[config.mk]
export PLATFORM = sky130hd
export DESIGN_NAME = alu_muldiv_unit
export DESIGN_NICKNAME = d
export VERILOG_FILES = /design/src/rtl/alu_pkg.sv /design/src/rtl/alu_muldiv_datapath.sv /design/src/rtl/alu_muldiv_unit.sv
export SDC_FILE = /design/constraint.sdc
export NUM_CORES = 1
export LEC_CHECK = 0
export BUFFER_PORTS_ARGS = -buffer_cell sky130_fd_sc_hd__buf_2
export CAP_MARGIN = 40
export CORE_MARGIN = 2
export CORE_UTILIZATION = 54
export CTS_CLUSTER_DIAMETER = 50
export CTS_CLUSTER_SIZE = 8
export DETAILED_ROUTE_END_ITERATION = 6
export HOLD_SLACK_MARGIN = 0.08
export PLACE_DENSITY_LB_ADDON = 0.08
export SYNTH_ARGS = -nofsm -noshare
export SYNTH_HDL_FRONTEND = slang
export SYNTH_HIERARCHICAL = 1
export SYNTH_SLANG_ARGS = --single-unit
[constraint.sdc]
create_clock -name clk_w_i -period 4.23 [get_ports clk_w_i]
set_clock_uncertainty 0.15 [all_clocks]
set_input_delay 0 -clock clk_w_i [delete_from_list [all_inputs] [get_ports clk_w_i]]
set_output_delay 0 -clock clk_w_i [all_outputs]
set_load 0.01 [all_outputs]
[src/rtl/alu_pkg.sv]
// Shared ALU encodings: multiply/divide op codes and the muldiv FSM states.
package alu_pkg;

    typedef enum logic [1:0] {
        MD_IDLE = 2'd0,
        MD_BUSY = 2'd1,
        MD_DONE = 2'd2
    } md_state_e;

    localparam logic [1:0] MD_MUL  = 2'b00;
    localparam logic [1:0] MD_MULH = 2'b01;
    localparam logic [1:0] MD_DIV  = 2'b10;
    localparam logic [1:0] MD_REM  = 2'b11;

    localparam int MD_SIGNED_BIT = 2;

    function automatic logic md_is_div(input logic [1:0] op);
        return op[1];
    endfunction

endpackage

[src/rtl/alu_muldiv_datapath.sv]
// Shared shift register pair for radix-2 shift-add multiply and restoring divide.
// hi/lo hold product halves (multiply) or partial remainder / dividend-quotient (divide).
module alu_muldiv_datapath #(
    parameter int WIDTH = 32
) (
    input  logic             clk_w_i,
    input  logic             rst_n_w_i,
    input  logic             load_w_i,
    input  logic             step_w_i,
    input  logic             is_div_w_i,
    input  logic [WIDTH-1:0] a_w_i,
    input  logic [WIDTH-1:0] b_w_i,
    output logic [WIDTH-1:0] hi_next_w_o,
    output logic [WIDTH-1:0] lo_next_w_o
);

    logic [WIDTH-1:0] r_hi;
    logic [WIDTH-1:0] r_lo;
    logic [WIDTH-1:0] r_m;

    logic [WIDTH:0]   w_sum;
    logic [WIDTH:0]   w_trial;
    logic [WIDTH:0]   w_diff;
    logic             w_ge;
    logic             w_unused_diff_msb;

    // The accepted remainder is always below the divisor, so it fits in WIDTH bits.
    assign w_unused_diff_msb = w_diff[WIDTH];

    always_comb begin
        w_sum   = {1'b0, r_hi} + (r_lo[0] ? {1'b0, r_m} : '0);
        w_trial = {r_hi, r_lo[WIDTH-1]};
        w_diff  = w_trial - {1'b0, r_m};
        w_ge    = (w_trial >= {1'b0, r_m});
        if (is_div_w_i) begin
            hi_next_w_o = w_ge ? w_diff[WIDTH-1:0] : w_trial[WIDTH-1:0];
            lo_next_w_o = {r_lo[WIDTH-2:0], w_ge};
        end else begin
            hi_next_w_o = w_sum[WIDTH:1];
            lo_next_w_o = {w_sum[0], r_lo[WIDTH-1:1]};
        end
    end

    always_ff @(posedge clk_w_i or negedge rst_n_w_i) begin
        if (!rst_n_w_i) begin
            r_hi <= '0;
            r_lo <= '0;
            r_m  <= '0;
        end else if (load_w_i) begin
            r_hi <= '0;
            r_lo <= is_div_w_i ? a_w_i : b_w_i;
            r_m  <= is_div_w_i ? b_w_i : a_w_i;
        end else if (step_w_i) begin
            r_hi <= hi_next_w_o;
            r_lo <= lo_next_w_o;
        end
    end

endmodule

[src/rtl/alu_muldiv_unit.sv]
// Multi-cycle multiply/divide unit with valid/ready result handshake.
// Define ALU_MULDIV_SIGNED_EN to honour op[2] as a two's-complement request.
module alu_muldiv_unit
    import alu_pkg::*;
#(
    parameter int WIDTH = 32,
    parameter int CNT_W = 6
) (
    input  logic             clk_w_i,
    input  logic             rst_n_w_i,
    input  logic             start_w_i,
    input  logic [2:0]       op_w_i,
    input  logic [WIDTH-1:0] a_w_i,
    input  logic [WIDTH-1:0] b_w_i,
    output logic             ready_w_o,
    output logic             result_valid_w_o,
    input  logic             result_ready_w_i,
    output logic [WIDTH-1:0] result_w_o,
    output logic             div_zero_w_o
);

    md_state_e          r_state;
    md_state_e          w_state_next;
    logic [CNT_W-1:0]   r_cnt;
    logic [1:0]         r_op;
    logic [WIDTH-1:0]   r_a;
    logic [WIDTH-1:0]   r_b;
    logic               r_dz;
    logic               r_load;
    logic [WIDTH-1:0]   r_result;
    logic               r_div_zero;
    logic               r_valid;

    logic               w_accept;
    logic               w_dp_load;
    logic               w_dp_step;
    logic               w_last;
    logic [WIDTH-1:0]   w_a_abs;
    logic [WIDTH-1:0]   w_b_abs;
    logic [WIDTH-1:0]   w_hi_next;
    logic [WIDTH-1:0]   w_lo_next;
    logic [2*WIDTH-1:0] w_prod;
    logic [WIDTH-1:0]   w_quot;
    logic [WIDTH-1:0]   w_rem;
    logic [WIDTH-1:0]   w_result;

`ifdef ALU_MULDIV_SIGNED_EN
    logic               w_signed;
    logic               w_a_neg;
    logic               w_b_neg;
    logic               r_neg_ab;
    logic               r_neg_a;

    assign w_signed = op_w_i[MD_SIGNED_BIT];
    assign w_a_neg  = w_signed & a_w_i[WIDTH-1];
    assign w_b_neg  = w_signed & b_w_i[WIDTH-1];
    assign w_a_abs  = w_a_neg ? (~a_w_i + 1'b1) : a_w_i;
    assign w_b_abs  = w_b_neg ? (~b_w_i + 1'b1) : b_w_i;

    always_ff @(posedge clk_w_i or negedge rst_n_w_i) begin
        if (!rst_n_w_i) begin
            r_neg_ab <= 1'b0;
            r_neg_a  <= 1'b0;
        end else if (w_accept) begin
            r_neg_ab <= w_a_neg ^ w_b_neg;
            r_neg_a  <= w_a_neg;
        end
    end
`else
    logic w_unused_sign;

    assign w_unused_sign = op_w_i[MD_SIGNED_BIT];
    assign w_a_abs       = a_w_i;
    assign w_b_abs       = b_w_i;
`endif

    assign ready_w_o        = (r_state == MD_IDLE);
    assign result_valid_w_o = r_valid;
    assign result_w_o       = r_result;
    assign div_zero_w_o     = r_div_zero;

    always_ff @(posedge clk_w_i or negedge rst_n_w_i) begin
        if (!rst_n_w_i) begin
            r_state <= MD_IDLE;
        end else begin
            r_state <= w_state_next;
        end
    end

    // One load cycle precedes the WIDTH shift steps, giving WIDTH+1 busy clocks.
    always_comb begin
        w_state_next = r_state;
        w_accept     = 1'b0;
        w_dp_load    = 1'b0;
        w_dp_step    = 1'b0;
        w_last       = 1'b0;
        case (r_state)
            MD_IDLE: begin
                if (start_w_i) begin
                    w_accept     = 1'b1;
                    w_state_next = MD_BUSY;
                end
            end
            MD_BUSY: begin
                if (r_load) begin
                    w_dp_load = 1'b1;
                end else begin
                    w_dp_step = 1'b1;
                    if (r_cnt == '0) begin
                        w_last       = 1'b1;
                        w_state_next = MD_DONE;
                    end
                end
            end
            MD_DONE: begin
                if (result_ready_w_i) begin
                    w_state_next = MD_IDLE;
                end
            end
            default: w_state_next = MD_IDLE;
        endcase
    end

    alu_muldiv_datapath #(
        .WIDTH(WIDTH)
    ) u_datapath (
        .clk_w_i     (clk_w_i),
        .rst_n_w_i   (rst_n_w_i),
        .load_w_i    (w_dp_load),
        .step_w_i    (w_dp_step),
        .is_div_w_i  (md_is_div(r_op)),
        .a_w_i       (r_a),
        .b_w_i       (r_b),
        .hi_next_w_o (w_hi_next),
        .lo_next_w_o (w_lo_next)
    );

    // Result is taken from the final step's next value so it lands on the BUSY->DONE edge.
    always_comb begin
        w_prod = {w_hi_next, w_lo_next};
        w_quot = w_lo_next;
        w_rem  = w_hi_next;
`ifdef ALU_MULDIV_SIGNED_EN
        if (r_neg_ab) begin
            w_prod = ~w_prod + 1'b1;
        end
        if (r_neg_ab && !r_dz) begin
            w_quot = ~w_quot + 1'b1;
        end
        // On divide by zero this restores the raw dividend from its magnitude.
        if (r_neg_a) begin
            w_rem = ~w_rem + 1'b1;
        end
`endif
        case (r_op)
            MD_MUL:  w_result = w_prod[WIDTH-1:0];
            MD_MULH: w_result = w_prod[2*WIDTH-1:WIDTH];
            MD_DIV:  w_result = w_quot;
            MD_REM:  w_result = w_rem;
            default: w_result = '0;
        endcase
    end

    always_ff @(posedge clk_w_i or negedge rst_n_w_i) begin
        if (!rst_n_w_i) begin
            r_cnt      <= '0;
            r_op       <= MD_MUL;
            r_a        <= '0;
            r_b        <= '0;
            r_dz       <= 1'b0;
            r_load     <= 1'b0;
            r_result   <= '0;
            r_div_zero <= 1'b0;
            r_valid    <= 1'b0;
        end else begin
            if (w_accept) begin
                r_op   <= op_w_i[1:0];
                r_a    <= w_a_abs;
                r_b    <= w_b_abs;
                r_dz   <= md_is_div(op_w_i[1:0]) && (b_w_i == '0);
                r_load <= 1'b1;
                r_cnt  <= CNT_W'(WIDTH - 1);
            end
            if (w_dp_load) begin
                r_load <= 1'b0;
            end
            if (w_dp_step && !w_last) begin
                r_cnt <= r_cnt - 1'b1;
            end
            if (w_last) begin
                r_result   <= w_result;
                r_div_zero <= r_dz;
                r_valid    <= 1'b1;
            end
            if (r_state == MD_DONE && result_ready_w_i) begin
                r_valid <= 1'b0;
            end
        end
    end

endmodule

==> metrics.md, run 1 <==
| Metric | Value |
|---|---|
| Hold Violations, Final | 0 |
| Antenna violations before repair | 0 |
| Clock Latency Late Sink | 520 ps |
| Top FF cell, synth | dfrtp_1 |
| RSZ-0062 raised after global routing | false |
| Synth unique cells | 82 |
| Fmax | 0.246 GHz |
| Max-cap violations | 0 |
| Worst-Margin Slew | 772 ps |
| CTS H-tree lvls | 2 |
| Postcts setup bufs | 0 |
| Core area | 26100 µm² |
| Die area | 27800 µm² |
| Max layer used | met4 |
| Status | finished, final reports clean |
| Hold-fix buffers, CTS | 72 |
| Largest incremental delay on the critical path | 500 ps |
| Required @ worst endpoint | 4490 ps |
| Non-Filler Instances | 2042 |
| Buf+Inv Stages, Crit Path | 1 |
| GPL Wtd Cong | 0.870 |
| Global Route Usage Sum | 29.2% |
| IO Count | 106 |
| Critical path, cell by cell | buf_4 > and2_1 > ha_1 > a211oi_1 > o21a_1 > or4_1 > a211oi_1 > nor3_1 > o31a_1 > o221ai_1 > a211o_1 > and2_1 > mux2i_1 > o21ai_0 |
| Cell Rows | 59 |
| CP Class | flip-flop to flip-flop |
| Largest net degree at the start of global routing | 122 |
| Setup violations, final | 0 |
| HP Class | input port to flip-flop |
| Yosys warns | 6 |
| Ys async rst share | 100% |
| Drt total wl | 40700 µm |
| Vias per cell | 5.94 |
| CTS tree | yes |
| Post-synth top area share | 36.0% |
| Type of origin of the critical path | flip-flop |
| Final cycle utilization of the critical path | 96.1% |
| Post-route DRC | 0 |
| Drt wl/cell | 19.9 µm |
| Root Buffer | clkbuf_16 |
| Starting DRT DRC Count | 984 |
| Slew margin rel. | 48.5% |
| First-pass GRT wire length | 65200 µm |
| Post-synth EDFFs | 0 |
| Drt pass-1 iters | 7 |
| Metal2 WL | 17500 µm |
| Final Critical Period | 4060 ps |
| Crit path max-delay family | compound AO/OA/AOI/OAI gates |
| Met3 Wirelength | 2770 µm |
| Gr ovfl total | 0 |
| Post-route antenna net violation count | 0 |
| Clock sinks | 206 |
| Placed cell count | 1919 |
| DP HPWL | 28100 µm |
| Yosys reg bits | 206 |
| Final Max Slew Viols | 0 |
| Seq/Total Area, Yosys | 36.0% |
| Post-Syn Nets | 1688 |
| Core Util, Final | 64.7% |
| Initial core utilization | 54.9% |
| Clock-pin slew on the worst setup and hold paths | 50 ps |
| Num CTS Buffers | 35 |
| Vias in the first global route | 11.8k |
| Synth area leader | dfrtp_1 |
| Setup TNS | 0 ps |
| Die Wd | 167 µm |
| Layout area overhead | 17.9% |
| Nets | 1832 |
| Via count | 12.1k |
| M1 wire length | 19700 µm |
| Avg Inst Size Synth | 9.24 µm² |
| Syn Inst Count | 1549 |
| Layout cells sized above 1 | 18.2% |
| Crit-path max FO | 16 |
| Die Y | 167 µm |
| CP endpoint kind | flip-flop |
| Critical path's slowest cell | or4_1 |
| Synthesized area | 14300 µm² |
| Synth top area cells | dfrtp_1, mux2i_1, ha_1, mux2_4, nor2_1 |
| Port bufs | 104 |
| Post_cts resized | 0 |
| CP arrival | 4320 ps |
| CTS max path bufs | 3 |
| Filler cells | 2143 |
==> synthesized netlist by cell type, types with 6 or more instances <==
library cell  instances
a211oi_1             19
a21o_1               27
a21oi_1             109
a311oi_1              7
a31oi_1               8
and2_1               34
and3_1               11
buf_1                12
buf_2                13
buf_6                10
clkbuf_1             58
dfrtp_1             206
ha_1                 66
inv_1                65
mux2_2               57
mux2_4               50
mux2i_1             114
nand2_1             104
nand2b_1              9
nand3_1              23
nand4_1               7
nor2_1              176
nor2b_1              10
nor3_1               23
nor4_1               10
o211ai_1              7
o21a_1               12
o21ai_0              98
o21ai_1              19
o21bai_1             10
o31ai_1               6
or3_1                33
xnor2_1              36
xor2_1               14
==> layout make-up <==
type	count	area, µm²	area share [%]
Multi-Input combinational cell	1183	8470	50.2
Sequential cell	206	5160	30.6
Timing Repair Buffer	201	1550	9.18
Clock buffer	42	922	5.47
Tap cell	335	419	2.48
Inverter	66	248	1.47
Clock inverter	8	93.8	0.556
Antenna cell	1	2.50	0.0148
==> stage by stage <==
stage | cell area [µm²] | worst slack [ps] | hold slack [ps]
detailed placement | 15100 | 283 | -149
floorplan | 14300 | 807 | -446
global route | 16900 | 49.5 | 107
global placement | 15000 | 350 | 43.3
finish | 16900 | 166 | 106
CTS | 16900 | 272 | 82.4
==> final timing paths <==
path                                                 from  depth (start not counted)                         end  slack, ps
hold reg to reg                 result_w_o[7]$_DFFE_PN0P_                          2   result_w_o[7]$_DFFE_PN0P_        320
setup reg to reg           u_datapath/r_lo[0]$_DFFE_PN0P_                         14  result_w_o[31]$_DFFE_PN0P_        170
setup / recovery           u_datapath/r_lo[0]$_DFFE_PN0P_                         14  result_w_o[31]$_DFFE_PN0P_        170
max in group asynchronous                       rst_n_w_i                          5   result_w_o[1]$_DFFE_PN0P_       2590
min in group asynchronous                       rst_n_w_i                          4         r_b[10]$_DFFE_PN0P_        530
hold / removal                                  a_w_i[12]                          3         r_a[12]$_DFFE_PN0P_        110
==> placed cells by master, fill, tap and decap left out, drive strengths merged, types with 4 or more instances in the layout <==
master / count
or2: 5
a311oi: 8
o21bai: 10
dfrtp: 206
o211ai: 7
a211o: 5
or3: 33
and4: 6
o31ai: 6
a21oi: 110
a31o: 5
nand2b: 9
and3: 11
xor2: 14
inv: 68
a21o: 27
a211oi: 19
o21a: 12
mux2: 109
buf: 128
nor2b: 10
nand3: 24
clkinvlp: 4
dlygate4sd3: 71
and2: 34
nand4: 7
nor4: 10
xnor2: 36
clkbuf: 43
a31oi: 9
nand2: 104
a311o: 5
nor2: 176
ha: 66
o21ai: 119
mux2i: 114
a2111oi: 4
o31a: 5
nor3: 24
==> state kept, by name, indices dropped and copies added, names as in the netlist <==
register	cells
div_zero_w_o	1
r_a	32
r_b	32
r_cnt	6
r_dz	1
r_load	1
r_op	2
r_state	2
result_valid_w_o	1
result_w_o	32
u_datapath/r_hi	32
u_datapath/r_lo	32
u_datapath/r_m	32
==> worst reg2reg max path, stage by stage (launching register included) <==
cell	delay, ps
dfrtp_1	390
buf_4	190
and2_1	150
ha_1	350
a211oi_1	100
o21a_1	240
or4_1	500
a211oi_1	490
nor3_1	180
o31a_1	420
o221ai_1	250
a211o_1	180
and2_1	130
mux2i_1	60
o21ai_0	170
==> per-layer routing <==
metal	up-vias	track usage [%]
met4	0	6.78
met1	5832	44.6
met5	-	0
met3	48	4.78
li1	5838	-
met2	402	43.5
==> logic make-up (layout without fill, tap and decap cells) <==
logic type	after synthesis	after routing	share of synthesized area, %
AO/OA/AOI/OAI	380	380	16.9
AND/OR/NAND/NOR	462	462	15.3
adder cells (fa/ha/maj)	68	68	6.05
flip-flops	206	206	36.0
other	0	1	0
buffers and inverters	160	317	4.86
multiplexers	223	223	17.9
XOR/XNOR	50	50	3.06
Power of run 1 is left out: the tool's default activity adds up to more than one toggle a clock period on the data nets, which glitch-free logic cannot reach.
==> inputs of run 2 (changes only) <==
--- a/config.mk
+++ b/config.mk
@@ -9,6 +9,7 @@
 export CAP_MARGIN = 40
 export CORE_MARGIN = 2
 export CORE_UTILIZATION = 54
+export CTS_BUF_LIST = sky130_fd_sc_hd__clkbuf_2 sky130_fd_sc_hd__clkbuf_4 sky130_fd_sc_hd__clkbuf_8
 export CTS_CLUSTER_DIAMETER = 50
 export CTS_CLUSTER_SIZE = 8
 export DETAILED_ROUTE_END_ITERATION = 6
==> run 2 against run 1 <==
  * Via count rose by 1.9%
  * Die area did not move
  * Register-to-register slack improved by 70 ps
  * Utilization rose by 0.39 points
  * Setup slack improved by 70 ps
  * Non-clock buffer count rose by 49
  * Highest routed layer unchanged
==> metrics.md, run 2 (synthesis gave the netlist of run 1 again) <==
| Metric | Value |
|---|---|
| Slew margin rel. | 47.9% (-0.62 points) |
| Max-cap violations | 0 (unchanged) |
| Vias in the first global route | 12.2k (+3.0%) |
| Crit path max-delay family | compound AO/OA/AOI/OAI gates |
| Antenna violations before repair | 0 (unchanged) |
| Crit-path max FO | 16 (unchanged) |
| Most common cell after layout, fill and taps aside | dfrtp_1 |
| Nets | 1881 (+2.7%) |
| Worst Min Path Start | a_w_i[31] |
| Finished Cell Area | 17000 µm² (+0.61%) |
| Setup slack, reg-to-reg | 240 ps (+70 ps) |
| CTS max path bufs | 3 (unchanged) |
| Root Buffer | clkbuf_8 |
| Core area | 26100 µm² (unchanged) |
| Die area | 27800 µm² (unchanged) |
| Hold Path Depth | 3 (unchanged) |
| Worst Setup Slack, final | 236 ps (+70.2 ps) |
| Vias per cell | 5.91 (-0.45%) |
| DP HPWL | 28100 µm (unchanged) |
| Layout area overhead | 18.6% |
| Hold Violations, Final | 0 (unchanged) |
| Cell Rows | 59 (unchanged) |
| Largest net degree at the start of global routing | 122 (unchanged) |
| Drt wl/cell | 20.3 µm (+1.8%) |
| Setup violations, final | 0 (unchanged) |
| GPL Wtd Cong | 0.870 (unchanged) |
| Type of origin of the critical path | flip-flop |
| Crit path from | u_datapath/r_lo[0]$_DFFE_PN0P_ |
| Drt total wl | 42400 µm (+4.2%) |
| Buf+Inv Stages, Crit Path | 1 (unchanged) |
| Post_cts resized | 0 (unchanged) |
| Die Wd | 167 µm (unchanged) |
| Pre-CTS setup slack | 283 ps (unchanged) |
| Hold-fix buffers, CTS | 121 (+68%) |
| Via count | 12.3k (+1.9%) |
| Worst-Margin Slew | 782 ps (+9.33 ps) |
| Clock Latency Late Sink | 550 ps (+30 ps) |
| Placed Area | 15100 µm² (unchanged) |
| CTS H-tree lvls | 2 (unchanged) |
| Die Y | 167 µm (unchanged) |
| Hold Path End | r_a[31]$_DFFE_PN0P_ |
| Clock-pin slew on the worst setup and hold paths | 60 ps (about the same) |
| Gr ovfl total | 0 (unchanged) |
| Largest incremental delay on the critical path | 490 ps (about the same) |
| Diode count | 0 (-1) |
| Post-route DRC | 0 (unchanged) |
| CP endpoint kind | flip-flop |
| Fmax | 0.250 GHz (+1.8%) |
| HP Class | input port to flip-flop |
| Crit Reg-Reg Endpoint | result_w_o[31]$_DFFE_PN0P_ |
| Required @ worst endpoint | 4530 ps (+40 ps) |
| Num CTS Buffers | 35 (unchanged) |
| Postcts setup bufs | 0 (unchanged) |
| Global Route Usage Sum | 30.5% (+1.3 points) |
| Post-route antenna net violation count | 0 (unchanged) |
| Clock sinks | 206 (unchanged) |
| CP Class | flip-flop to flip-flop |
| IO Count | 106 (unchanged) |
| Port bufs | 104 (unchanged) |
| Status | finished, final reports clean |
| Setup TNS | 0 ps (unchanged) |
| CP arrival | 4290 ps (-30 ps) |
| Final Max Slew Viols | 0 (unchanged) |
| Starting DRT DRC Count | 1011 (+2.7%) |
| Drt pass-1 iters | 6 (-1) |
| Critical path, cell by cell | buf_4 > and2_1 > ha_1 > a211oi_1 > o21a_1 > or4_1 > a211oi_1 > nor3_1 > o31a_1 > o221ai_1 > a211o_1 > and2_1 > mux2i_1 > o21ai_0 |
| Final cycle utilization of the critical path | 94.4% (-1.7 points) |
| Critical path's slowest cell | or4_1 |
| Commonest non-fill, non-tap cells in the layout | dfrtp_1, nor2_1, dlygate4sd3_1, mux2i_1, a21oi_1 |
| Final Critical Period | 3990 ps (-70.2 ps) |
| FF-to-FF path depth | 14 (unchanged) |
| Initial core utilization | 54.9% (unchanged) |
| CTS tree | yes |
| First-pass GRT wire length | 67800 µm (+4.1%) |
| Reg-to-reg critical path startpoint | u_datapath/r_lo[0]$_DFFE_PN0P_ |
| Layout cells sized above 1 | 18.0% (-0.22 points) |
| RSZ-0062 raised after global routing | false |
-- run 2: cell count changes in the layout (fill, tap and decap cells not counted), moves of 5 or more --
cell	delta
clkbuf_1	-5
clkbuf_16	-35
clkbuf_4	+5
clkbuf_8	+35
dlygate4sd3_1	+49
-- run 2: stage by stage --
stage | cells | utilization (%) | hold slack (ps)
floorplan | 1549 | - | -446
global placement | 1915 | 57.7 | 43.3
detailed placement | 1919 | 58.0 | -149
CTS | 2090 | 65.1 | 81.5
global route | 2090 | 65.1 | 105
finish | 2090 | 65.1 | 101
-- run 2: area by class of cell --
cell class                      count  area (µm²)
Fill cell                        2121        9090
Multi-Input combinational cell   1183        8470
Timing Repair Buffer              250        2040
Clock inverter                      8        83.8
Sequential cell                   206        5160
Tap cell                          335         419
Inverter                           66         248
Clock buffer                       42         547
-- run 2: worst max path at each step --
stage                            endpoint  cells past startpoint
6_report       result_w_o[31]$_DFFE_PN0P_                     14
5_1_grt        result_w_o[27]$_DFFE_PN0P_                     13
4_1_cts        result_w_o[31]$_DFFE_PN0P_                     14
3_5_place_dp   result_w_o[31]$_DFFE_PN0P_                     14
3_3_place_gp   result_w_o[31]$_DFFE_PN0P_                     14
2_1_floorplan  result_w_o[27]$_DFFE_PN0P_                     15
-- run 2: worst min-delay path: stages --
cell	delay (ps)
dlygate4sd3_1	530
buf_2	100
mux2_4	130
-- run 2: metal layers --
metal  wire length [µm]  global-route usage, %
met5                  0                      0
met2              18500                   46.4
met3               2760                   4.40
met4                979                   8.55
met1              20200                   45.5
Power of run 2 is left out for the same reason.
